--- src/rtl/mem_access_master_if.sv ---
// mem_access_master_if: command, response and memory-pin bundle shared by
// the access master and whatever sits on the other side of it.
interface mem_access_master_if;
    logic        cmd_valid, cmd_ready, cmd_write;
    logic [3:0]  cmd_addr;
    logic [31:0] cmd_wdata;
    logic        rsp_valid, rsp_ready, rsp_err;
    logic [31:0] rsp_rdata;
    logic        renable, wenable, valid_out;
    logic [3:0]  addr;
    logic [31:0] data_in, data_out;
    modport master (
        input  cmd_valid, cmd_write, cmd_addr, cmd_wdata, rsp_ready, data_out, valid_out,
        output cmd_ready, rsp_valid, rsp_rdata, rsp_err, renable, wenable, addr, data_in
    );
    modport slave (
        output cmd_valid, cmd_write, cmd_addr, cmd_wdata, rsp_ready, data_out, valid_out,
        input  cmd_ready, rsp_valid, rsp_rdata, rsp_err, renable, wenable, addr, data_in
    );
endinterface

--- src/rtl/mem_access_master.sv ---
// mem_access_master: single-command initiator for the 16x32 memory with
// read timeout and sticky detection of unsolicited valid_out pulses.
module mem_access_master #(
    parameter int TIMEOUT_CYCLES = 8
) (
    input  logic                       clk,
    input  logic                       rst,
    mem_access_master_if.master        bus,
    output logic                       stray_valid
);
    typedef enum logic [2:0] {IDLE, WRITE, READ_REQ, READ_WAIT, RESP} state_t;
    localparam logic [7:0] lim = 8'(TIMEOUT_CYCLES);
    state_t state, state_nxt;
    logic [7:0] cnt;
    logic done;
    // valid_out is checked first so a response on the limit cycle still succeeds
    assign done = state == READ_WAIT && (bus.valid_out || cnt == lim);
    always_ff @(posedge clk or negedge rst) begin
        if (!rst) state <= IDLE;
        else      state <= state_nxt;
    end
    always_comb begin
        state_nxt = state;
        case (state)
            IDLE:      if (bus.cmd_valid) state_nxt = bus.cmd_write ? WRITE : READ_REQ;
            WRITE:     state_nxt = IDLE;
            READ_REQ:  state_nxt = READ_WAIT;
            READ_WAIT: if (done) state_nxt = RESP;
            RESP:      if (bus.rsp_ready) state_nxt = IDLE;
            default:   state_nxt = IDLE;
        endcase
    end
    always_comb begin
        bus.cmd_ready = state == IDLE;
        bus.rsp_valid = state == RESP;
        bus.renable   = state == READ_REQ;
        bus.wenable   = state == WRITE;
    end
    always_ff @(posedge clk or negedge rst) begin
        if (!rst) begin
            bus.addr      <= '0;
            bus.data_in   <= '0;
            bus.rsp_rdata <= '0;
            bus.rsp_err   <= 1'b0;
            cnt           <= '0;
            stray_valid   <= 1'b0;
        end else begin
            if (state == IDLE && bus.cmd_valid) begin
                bus.addr    <= bus.cmd_addr;
                bus.data_in <= bus.cmd_wdata;
            end
            cnt <= (state == READ_WAIT && !done) ? cnt + 8'd1 : 8'd0;
            if (done) begin
                bus.rsp_rdata <= bus.valid_out ? bus.data_out : 32'd0;
                bus.rsp_err   <= !bus.valid_out;
            end
            if (bus.valid_out && state != READ_WAIT) stray_valid <= 1'b1;
        end
    end
endmodule

--- src/flat_wrapper.sv ---
// flat-port wrapper written by rule: the top's interface ports become plain ports
module mem_access_master_flat 
#(
    parameter int TIMEOUT_CYCLES = 8
)
  (clk, rst, stray_valid, bus_cmd_valid, bus_cmd_write, bus_cmd_addr, bus_cmd_wdata, bus_rsp_ready, bus_data_out, bus_valid_out, bus_cmd_ready, bus_rsp_valid, bus_rsp_rdata, bus_rsp_err, bus_renable, bus_wenable, bus_addr, bus_data_in);
  mem_access_master_if bus_i ();
  input  logic clk;
  input  logic rst;
  output logic stray_valid;
  input wire logic [$bits(bus_i.cmd_valid)-1:0] bus_cmd_valid;
  input wire logic [$bits(bus_i.cmd_write)-1:0] bus_cmd_write;
  input wire logic [$bits(bus_i.cmd_addr)-1:0] bus_cmd_addr;
  input wire logic [$bits(bus_i.cmd_wdata)-1:0] bus_cmd_wdata;
  input wire logic [$bits(bus_i.rsp_ready)-1:0] bus_rsp_ready;
  input wire logic [$bits(bus_i.data_out)-1:0] bus_data_out;
  input wire logic [$bits(bus_i.valid_out)-1:0] bus_valid_out;
  output wire logic [$bits(bus_i.cmd_ready)-1:0] bus_cmd_ready;
  output wire logic [$bits(bus_i.rsp_valid)-1:0] bus_rsp_valid;
  output wire logic [$bits(bus_i.rsp_rdata)-1:0] bus_rsp_rdata;
  output wire logic [$bits(bus_i.rsp_err)-1:0] bus_rsp_err;
  output wire logic [$bits(bus_i.renable)-1:0] bus_renable;
  output wire logic [$bits(bus_i.wenable)-1:0] bus_wenable;
  output wire logic [$bits(bus_i.addr)-1:0] bus_addr;
  output wire logic [$bits(bus_i.data_in)-1:0] bus_data_in;
  assign bus_i.cmd_valid = bus_cmd_valid;
  assign bus_i.cmd_write = bus_cmd_write;
  assign bus_i.cmd_addr = bus_cmd_addr;
  assign bus_i.cmd_wdata = bus_cmd_wdata;
  assign bus_i.rsp_ready = bus_rsp_ready;
  assign bus_i.data_out = bus_data_out;
  assign bus_i.valid_out = bus_valid_out;
  assign bus_cmd_ready = bus_i.cmd_ready;
  assign bus_rsp_valid = bus_i.rsp_valid;
  assign bus_rsp_rdata = bus_i.rsp_rdata;
  assign bus_rsp_err = bus_i.rsp_err;
  assign bus_renable = bus_i.renable;
  assign bus_wenable = bus_i.wenable;
  assign bus_addr = bus_i.addr;
  assign bus_data_in = bus_i.data_in;
  mem_access_master #(.TIMEOUT_CYCLES(TIMEOUT_CYCLES)) u_core (.clk(clk), .rst(rst), .bus(bus_i), .stray_valid(stray_valid));
endmodule
--- config.mk ---
export PLATFORM = sky130hd
export DESIGN_NAME = mem_access_master_flat
export DESIGN_NICKNAME = d
export VERILOG_FILES = /design/src/rtl/mem_access_master_if.sv /design/src/rtl/mem_access_master.sv /design/src/flat_wrapper.sv
export SDC_FILE = /design/constraint.sdc
export NUM_CORES = 1
export LEC_CHECK = 0
export CAP_MARGIN = 5
export CORE_ASPECT_RATIO = 1.25
export CORE_MARGIN = 5
export CORE_UTILIZATION = 42
export DETAILED_ROUTE_END_ITERATION = 10
export GPL_TIMING_DRIVEN = 0
export HOLD_SLACK_MARGIN = 0.02
export PLACE_DENSITY = 0.8
export SLEW_MARGIN = 0
export SYNTH_ARGS = -nofsm -noshare
export SYNTH_HDL_FRONTEND = slang
export SYNTH_SLANG_ARGS = --single-unit
--- constraint.sdc ---
create_clock -name clk -period 2.1 [get_ports clk]
set_clock_uncertainty 0.05 [all_clocks]
set_input_delay 0.42 -clock clk [delete_from_list [all_inputs] [get_ports clk]]
set_output_delay 0.42 -clock clk [all_outputs]
set_load 0.01 [all_outputs]
==> impl_metrics.json, run 1 <==
{
  "place_hpwl_um": 6680,
  "worst_skew_pair_later_pin_latency_ps": 350,
  "setup.worst_path.start_class": "flip-flop",
  "worst_path_max_stage_delay_ps": 500,
  "most_common_cell_in_the_netlist": "dfrtp_1",
  "cellLeakagePower_uw": 0.00236,
  "synth_top_area_share_pct": 59.6,
  "place_area_mm2": 0.00502,
  "top_cells_by_area_in_the_synthesized_netlist": "dfrtp_1 60%, mux2_1 9.9%, a22oi_1 7.1%",
  "path_class": "flip-flop to flip-flop",
  "top_level_ports": 148,
  "slowest_stage": "or4b_4",
  "insertedDiodeCount": 0,
  "area.growth.synth_to_final_pct": 53.9,
  "cp.required_ps": 2270,
  "coreArea_mm2": 0.00784,
  "timing.final.crit_share_pct": 93.0,
  "detail-route-antenna-nets": 0,
  "syn-cell-area_mm2": 0.00340,
  "cts_buf_count": 9,
  "report.final.setup_viol": 0,
  "chipWidth_um": 90.5,
  "syn_inst": 281,
  "grt_antenna_before_repair": 0,
  "number_of_hold_slack_violations_in_the_final_timing_report": 0,
  "worst_ir_drop_vdd_mv": 0.718,
  "first_iter_violations": 102,
  "cts_max_level": 3,
  "routed_wirelength_um": 8620,
  "clkSinkCount": 81,
  "synth.distinct_cells": 33,
  "tightest_slew_ps": 635,
  "slew_viol_final": 0,
  "route.detailed.drc": 0,
  "clk_root_buffer_cell": "clkbuf_8",
  "clk_pin_slew_worst_paths_ps": 80,
  "fraction_of_final_layout_cells_with_drive_strength_greater_than_1_pct": 8.30,
  "floorplan.initialDensity_pct": 43.4,
  "achievable-frequency_mhz": 512,
  "post-route-min-period_ps": 1950,
  "grt_start_max_net_pins": 49,
  "chip_height_um": 111,
  "grt_util_met1_pct": 20.9,
  "met3_usage_pct": 4.56,
  "finish.utilization_pct": 66.8,
  "routed-via-count": 2740,
  "finish.cell_count_without_fillers": 541,
  "crit_fanout": 10,
  "synth_area_leader_cell": "dfrtp_1",
  "globalplace.congestion": 0.756,
  "post_synthesis_async_set_or_reset_flop_share_pct": 100,
  "clk_path_buf_depth": 2,
  "met2_usage_pct": 29.5,
  "arrival_time_reported_for_the_critical_path_endpoint_ps": 2120,
  "dominantRegCellSynth": "dfrtp_1",
  "mappedNetlistNets": 357,
  "relSlewSlack_pct": 57.5,
  "synth.yosys.seq_area_share_pct": 59.6,
  "synth-seq-cells": 81,
  "cts_tree": "done",
  "ys_top_cells_by_count": "81 x dfrtp_1, 39 x inv_1, 35 x o21ai_0",
  "synth.avg_cell_area_um2": 12.1,
  "critical_path.cell_chain": "inv_1, ha_1, or4b_4, o21ai_4, buf_2, o21ai_0",
  "grt-ovfl-total": 0,
  "maxCapViolations": 0,
  "ys.warnings.count": 0,
  "hold_class": "flip-flop to flip-flop",
  "global_routing_s_busiest_layer": "met2",
  "route.detailed.wl_per_inst_um": 15.9,
  "placement_rows": 36,
  "io_buffers": 147,
  "run_status": "finished, final reports clean",
  "first_pass_grt_wire_length_um": 14300,
  "place.detailed.instances": 524,
  "power_per_cell_area_mw_per_mm2": 1340,
  "via_count_of_the_first_global_routing_pass": 2835,
  "grt.total_usage_pct": 17.7,
  "final_area_mm2": 0.00524,
  "rsz_0062_raised_after_global_routing": "false",
  "first_pass_iters": 4,
  "num-nets-final": 517,
  "design.die.area_mm2": 0.0100,
  "drt-vias-per-instance": 5.06,
  "synth_edf_count": 0,
  "critPathCaptureType": "flip-flop"
}
[final timing paths]
path,start,end,slack (ps),cells after the start
setup / recovery,u_core.cnt[0],u_core.bus.rsp_rdata[11],150,6
hold / removal,u_core.stray_valid,u_core.stray_valid,420,1
setup reg to reg,u_core.cnt[0],u_core.bus.rsp_rdata[11],150,6
hold reg to reg,u_core.stray_valid,u_core.stray_valid,420,1
max in group asynchronous,rst,u_core.cnt[4],900,3
min in group asynchronous,rst,u_core.bus.rsp_rdata[11],510,2
[flip-flops by register name, indices dropped and copies added, names as in the netlist]
name                  flops
u_core.bus.addr           4
u_core.bus.data_in       32
u_core.stray_valid        1
u_core.state              3
u_core.cnt                8
u_core.bus.rsp_rdata     32
u_core.bus.rsp_err        1
[logic make-up after synthesis]
logic type	Yosys count	share of synthesized area [%]
DFF	81	59.6
and+or+nand+nor	25	4.97
buffers and inverters	55	6.99
AOI/OAI and AO/OA	79	15.0
adders and majority gates	2	0.735
muxes	36	11.9
xor gates and xnor gates	3	0.772
[worst max-delay path: cells and delay by family, from the launching register on]
family                     cells  cell delay, ps
AOI/OAI and AO/OA              2             390
adders and majority gates      1             150
buffers and inverters          2             330
DFF                            1             420
and+or+nand+nor                1             500
[metal layers]
layer  vias to the layer above  part of all wire, %
met5                         -                    0
met4                         0                  2.7
met3                        16                  7.0
met2                       112                   50
met1                      1316                   40
li1                       1296                    -
[where the power goes]
| group | internal [uW] | total [uW] | leakage, uW | switching, uW |
|---|---|---|---|---|
| combinational | 1900 | 3230 | 0.00136 | 1330 |
| sequential | 2220 | 2590 | 0.000899 | 376 |
| clock | 647 | 1180 | 0.000107 | 529 |
[metrics by stage]
step,total power [uW],setup TNS [ps],hold WS (ps),worst slack [ps]
after floorplan,4070,0,74.4,364
final,7000,0,417,146
after global routing,7450,0,431,30.9
after detailed placement,5920,-5580,355,-184
after CTS,7100,0,419,110
after global placement,5800,-186790,404,-2250
[area by class of cell]
class	count	area (um^2)
multi-input combinational	145	1140
clock buffer	14	173
clock inverter	2	35.0
inverter	39	146
sequential	81	2030
buffer	16	91.3
timing repair buffer	149	1500
fill	597	2600
tap	95	119
[cells in the final DEF, fill, tap and decap left out, types with 2 or more instances in the layout]
| cell type | instances |
|---|---|
| buf_2 | 7 |
| buf_6 | 3 |
| clkdlybuf4s50_1 | 142 |
| nand2_1 | 2 |
| o21ai_0 | 35 |
| inv_1 | 39 |
| nor2_1 | 5 |
| xor2_1 | 2 |
| dlygate4sd2_1 | 4 |
| nand3_1 | 3 |
| mux2_2 | 6 |
| clkbuf_8 | 12 |
| or3_1 | 3 |
| dfrtp_1 | 81 |
| a31oi_1 | 2 |
| mux2_1 | 30 |
| nor3_1 | 3 |
| clkbuf_1 | 8 |
| a21oi_1 | 3 |
| a22oi_1 | 32 |
| ha_1 | 2 |
| a211oi_1 | 2 |
[repair_timing]
| action | 4_1_cts | 5_1_grt |
|---|---|---|
| hold buffers | 1 | 0 |
| gates resized for setup | 5 | 0 |
| setup endpoints to repair | 4 | 0 |
| buffers inserted | 0 | 0 |
| hold endpoints to repair | 33 | 0 |
Power figures use the tool's default switching activity.
==> run 2, diff against run 1 <==
--- a/config.mk
+++ b/config.mk
@@ -8,11 +8,11 @@
 export CAP_MARGIN = 5
 export CORE_ASPECT_RATIO = 1.25
 export CORE_MARGIN = 5
-export CORE_UTILIZATION = 42
+export CORE_UTILIZATION = 45
 export DETAILED_ROUTE_END_ITERATION = 10
 export GPL_TIMING_DRIVEN = 0
 export HOLD_SLACK_MARGIN = 0.02
-export PLACE_DENSITY = 0.8
+export PLACE_DENSITY = 0.85
 export SLEW_MARGIN = 0
 export SYNTH_ARGS = -nofsm -noshare
 export SYNTH_HDL_FRONTEND = slang
==> constraint.sdc (replaced) <==
create_clock -name clk -period 2.3 [get_ports clk]
set_clock_uncertainty 0.05 [all_clocks]
set_input_delay 0.46 -clock clk [delete_from_list [all_inputs] [get_ports clk]]
set_output_delay 0.46 -clock clk [all_outputs]
set_load 0.01 [all_outputs]
==> run 2 against run 1 <==
Compared with the run above: cell count decreased by 0.55%; first-iteration DRC count rose by 5.9%; die area is 6.0% lower; sequential share of layout area fell by 0.23 points; non-clock buffer count unchanged; register-to-register slack better by 160 ps; core utilization increased by 4.8 points; via count decreased by 0.51%; flip-flop and latch count is the same; sequential power down 7%.
==> impl_metrics.json, run 2 (same netlist as run 1, synthesis figures left out) <==
{
  "globalplace.congestion": 0.771,
  "route.detailed.drc": 0,
  "io_buffers": 147,
  "first_pass_iters": 4,
  "report.power.total_uw": 6550,
  "cp.required_ps": 1790,
  "maxCapViolations": 0,
  "fillerInstances": 524,
  "worst_setup_path_endpoint": "bus_cmd_ready",
  "routed-via-count": 2726,
  "setup.worst_path.start_class": "flip-flop",
  "report.final.setup_viol": 0,
  "grt_antenna_before_repair": 0,
  "post-route-min-period_ps": 2200,
  "post-route-worst-setup-slack_ps": 95.6,
  "clk_root_buffer_cell": "clkbuf_8",
  "placement_rows": 35,
  "ff2ff_path_depth": 4,
  "clkSinkCount": 81,
  "first_iter_violations": 108,
  "crit_fanout": 10,
  "coreArea_mm2": 0.00736,
  "grt.total_usage_pct": 19.7,
  "via_count_of_the_first_global_routing_pass": 2955,
  "finish.utilization_pct": 71.6,
  "relSlewSlack_pct": 53.3,
  "slew_viol_final": 0,
  "chip_height_um": 107,
  "top_level_ports": 148,
  "area.growth.synth_to_final_pct": 54.8,
  "clk_path_buf_depth": 2,
  "worstSetupStartpoint": "u_core.state[2]",
  "critical_path.reg2reg.endpoint": "u_core.bus.data_in[31]",
  "cts_tree": "done",
  "power_per_cell_area_mw_per_mm2": 1240,
  "cts_max_level": 3,
  "mostFrequentLayoutCells": "144 x clkdlybuf4s50_1, 81 x dfrtp_1, 39 x inv_1",
  "drt-vias-per-instance": 5.07,
  "detail-route-antenna-nets": 0,
  "place_hpwl_um": 6830,
  "placement.setup.worst_slack_ps": -65.9,
  "worst_ir_drop_vdd_mv": 0.668,
  "num-nets-final": 517,
  "grt_start_max_net_pins": 74,
  "fraction_of_final_layout_cells_with_drive_strength_greater_than_1_pct": 8.97,
  "timing.final.crit_share_pct": 95.8,
  "number_of_hold_slack_violations_in_the_final_timing_report": 0,
  "insertedDiodeCount": 0,
  "arrival_time_reported_for_the_critical_path_endpoint_ps": 1690,
  "chipWidth_um": 87.8,
  "rsz_0062_raised_after_global_routing": "false",
  "clk_pin_slew_worst_paths_ps": 90,
  "floorplan.initialDensity_pct": 46.2,
  "cellLeakagePower_uw": 0.00239,
  "achievable-frequency_mhz": 454,
  "routed_wirelength_um": 8930,
  "path_class": "flip-flop to primary output",
  "hold_class": "input pin to asynchronous set/reset pin",
  "r2r_startpoint": "u_core.state[2]",
  "route.detailed.wl_per_inst_um": 16.6,
  "grt-ovfl-total": 0,
  "cts_buf_count": 9,
  "reg2reg_setup_slack_ps": 310,
  "worst_skew_pair_later_pin_latency_ps": 350,
  "first_pass_grt_wire_length_um": 14300,
  "run_status": "finished, final reports clean",
  "tightest_slew_ps": 698,
  "final_common_cell": "clkdlybuf4s50_1",
  "largestRegisters": "u_core.bus.data_in: 32 flops, u_core.bus.rsp_rdata: 32 flops, u_core.cnt: 8 flops",
  "critPathCaptureType": "primary output",
  "design.die.area_mm2": 0.00941
}
run 2: worst max-delay path, stage by stage, from the launching register on:
cell             delay [ps]
dfrtp_1                 370
buf_2                   180
nor3_2                  220
clkdlybuf4s50_1         570
run 2: worst min path at each step:
stage | start | endpoint | slack [ps] | cells after the start
3_3_place_gp | u_core.stray_valid | u_core.stray_valid | 390 | 1
4_1_cts | rst | u_core.bus.data_in[21] | 410 | 2
6_report | rst | u_core.bus.data_in[23] | 420 | 2
5_1_grt | rst | u_core.bus.data_in[23] | 420 | 2
2_1_floorplan | rst | u_core.bus.addr[0] | 110 | 0
3_5_place_dp | rst | u_core.bus.data_in[21] | 250 | 1
run 2: final cells by class:
type | count | area, um^2 | area share [%]
clock buffers | 10 | 138 | 2.61
plain buffers | 16 | 91.3 | 1.73
well taps | 92 | 115 | 2.19
inverters | 39 | 146 | 2.78
flip-flops and latches | 81 | 2030 | 38.5
clock inverters | 6 | 90.1 | 1.71
repair buffers | 149 | 1510 | 28.7
multi-input cells | 145 | 1150 | 21.8
run 2: through the flow:
stage	instance area, um^2	TNS, ps	std cells	hold WS (ps)
5_1_grt	5270	0	538	421
6_report	5270	0	538	423
3_5_place_dp	5010	-1410	521	254
2_1_floorplan	3400	0	281	114
3_3_place_gp	4990	-169640	520	393
4_1_cts	5260	0	538	413
run 2: timing repair:
action                     CTS  global route
hold buffers                 1             0
pin swaps                    0             0
gates resized for setup      1             3
hold endpoints to repair     8             0
setup endpoints to repair    1             3
buffers inserted             0             0
run 2: where the power goes:
part / total (uW) / switching, uW / internal [uW] / leakage, uW
Combinational: 2990 / 1230 / 1760 / 0.00138
Sequential: 2400 / 372 / 2030 / 0.000899
Clock: 1160 / 517 / 644 / 0.000113
Total: 6550 / 2120 / 4430 / 0.00239
run 2: layer usage:
metal / global-route usage (%) / up-vias / wire length [um]
met3: 4.53 / 14 / 696
met1: 23.0 / 1312 / 3440
met4: 8.33 / 0 / 182
met2: 34.1 / 100 / 4610
li1: - / 1300 / -
met5: 0 / - / 0
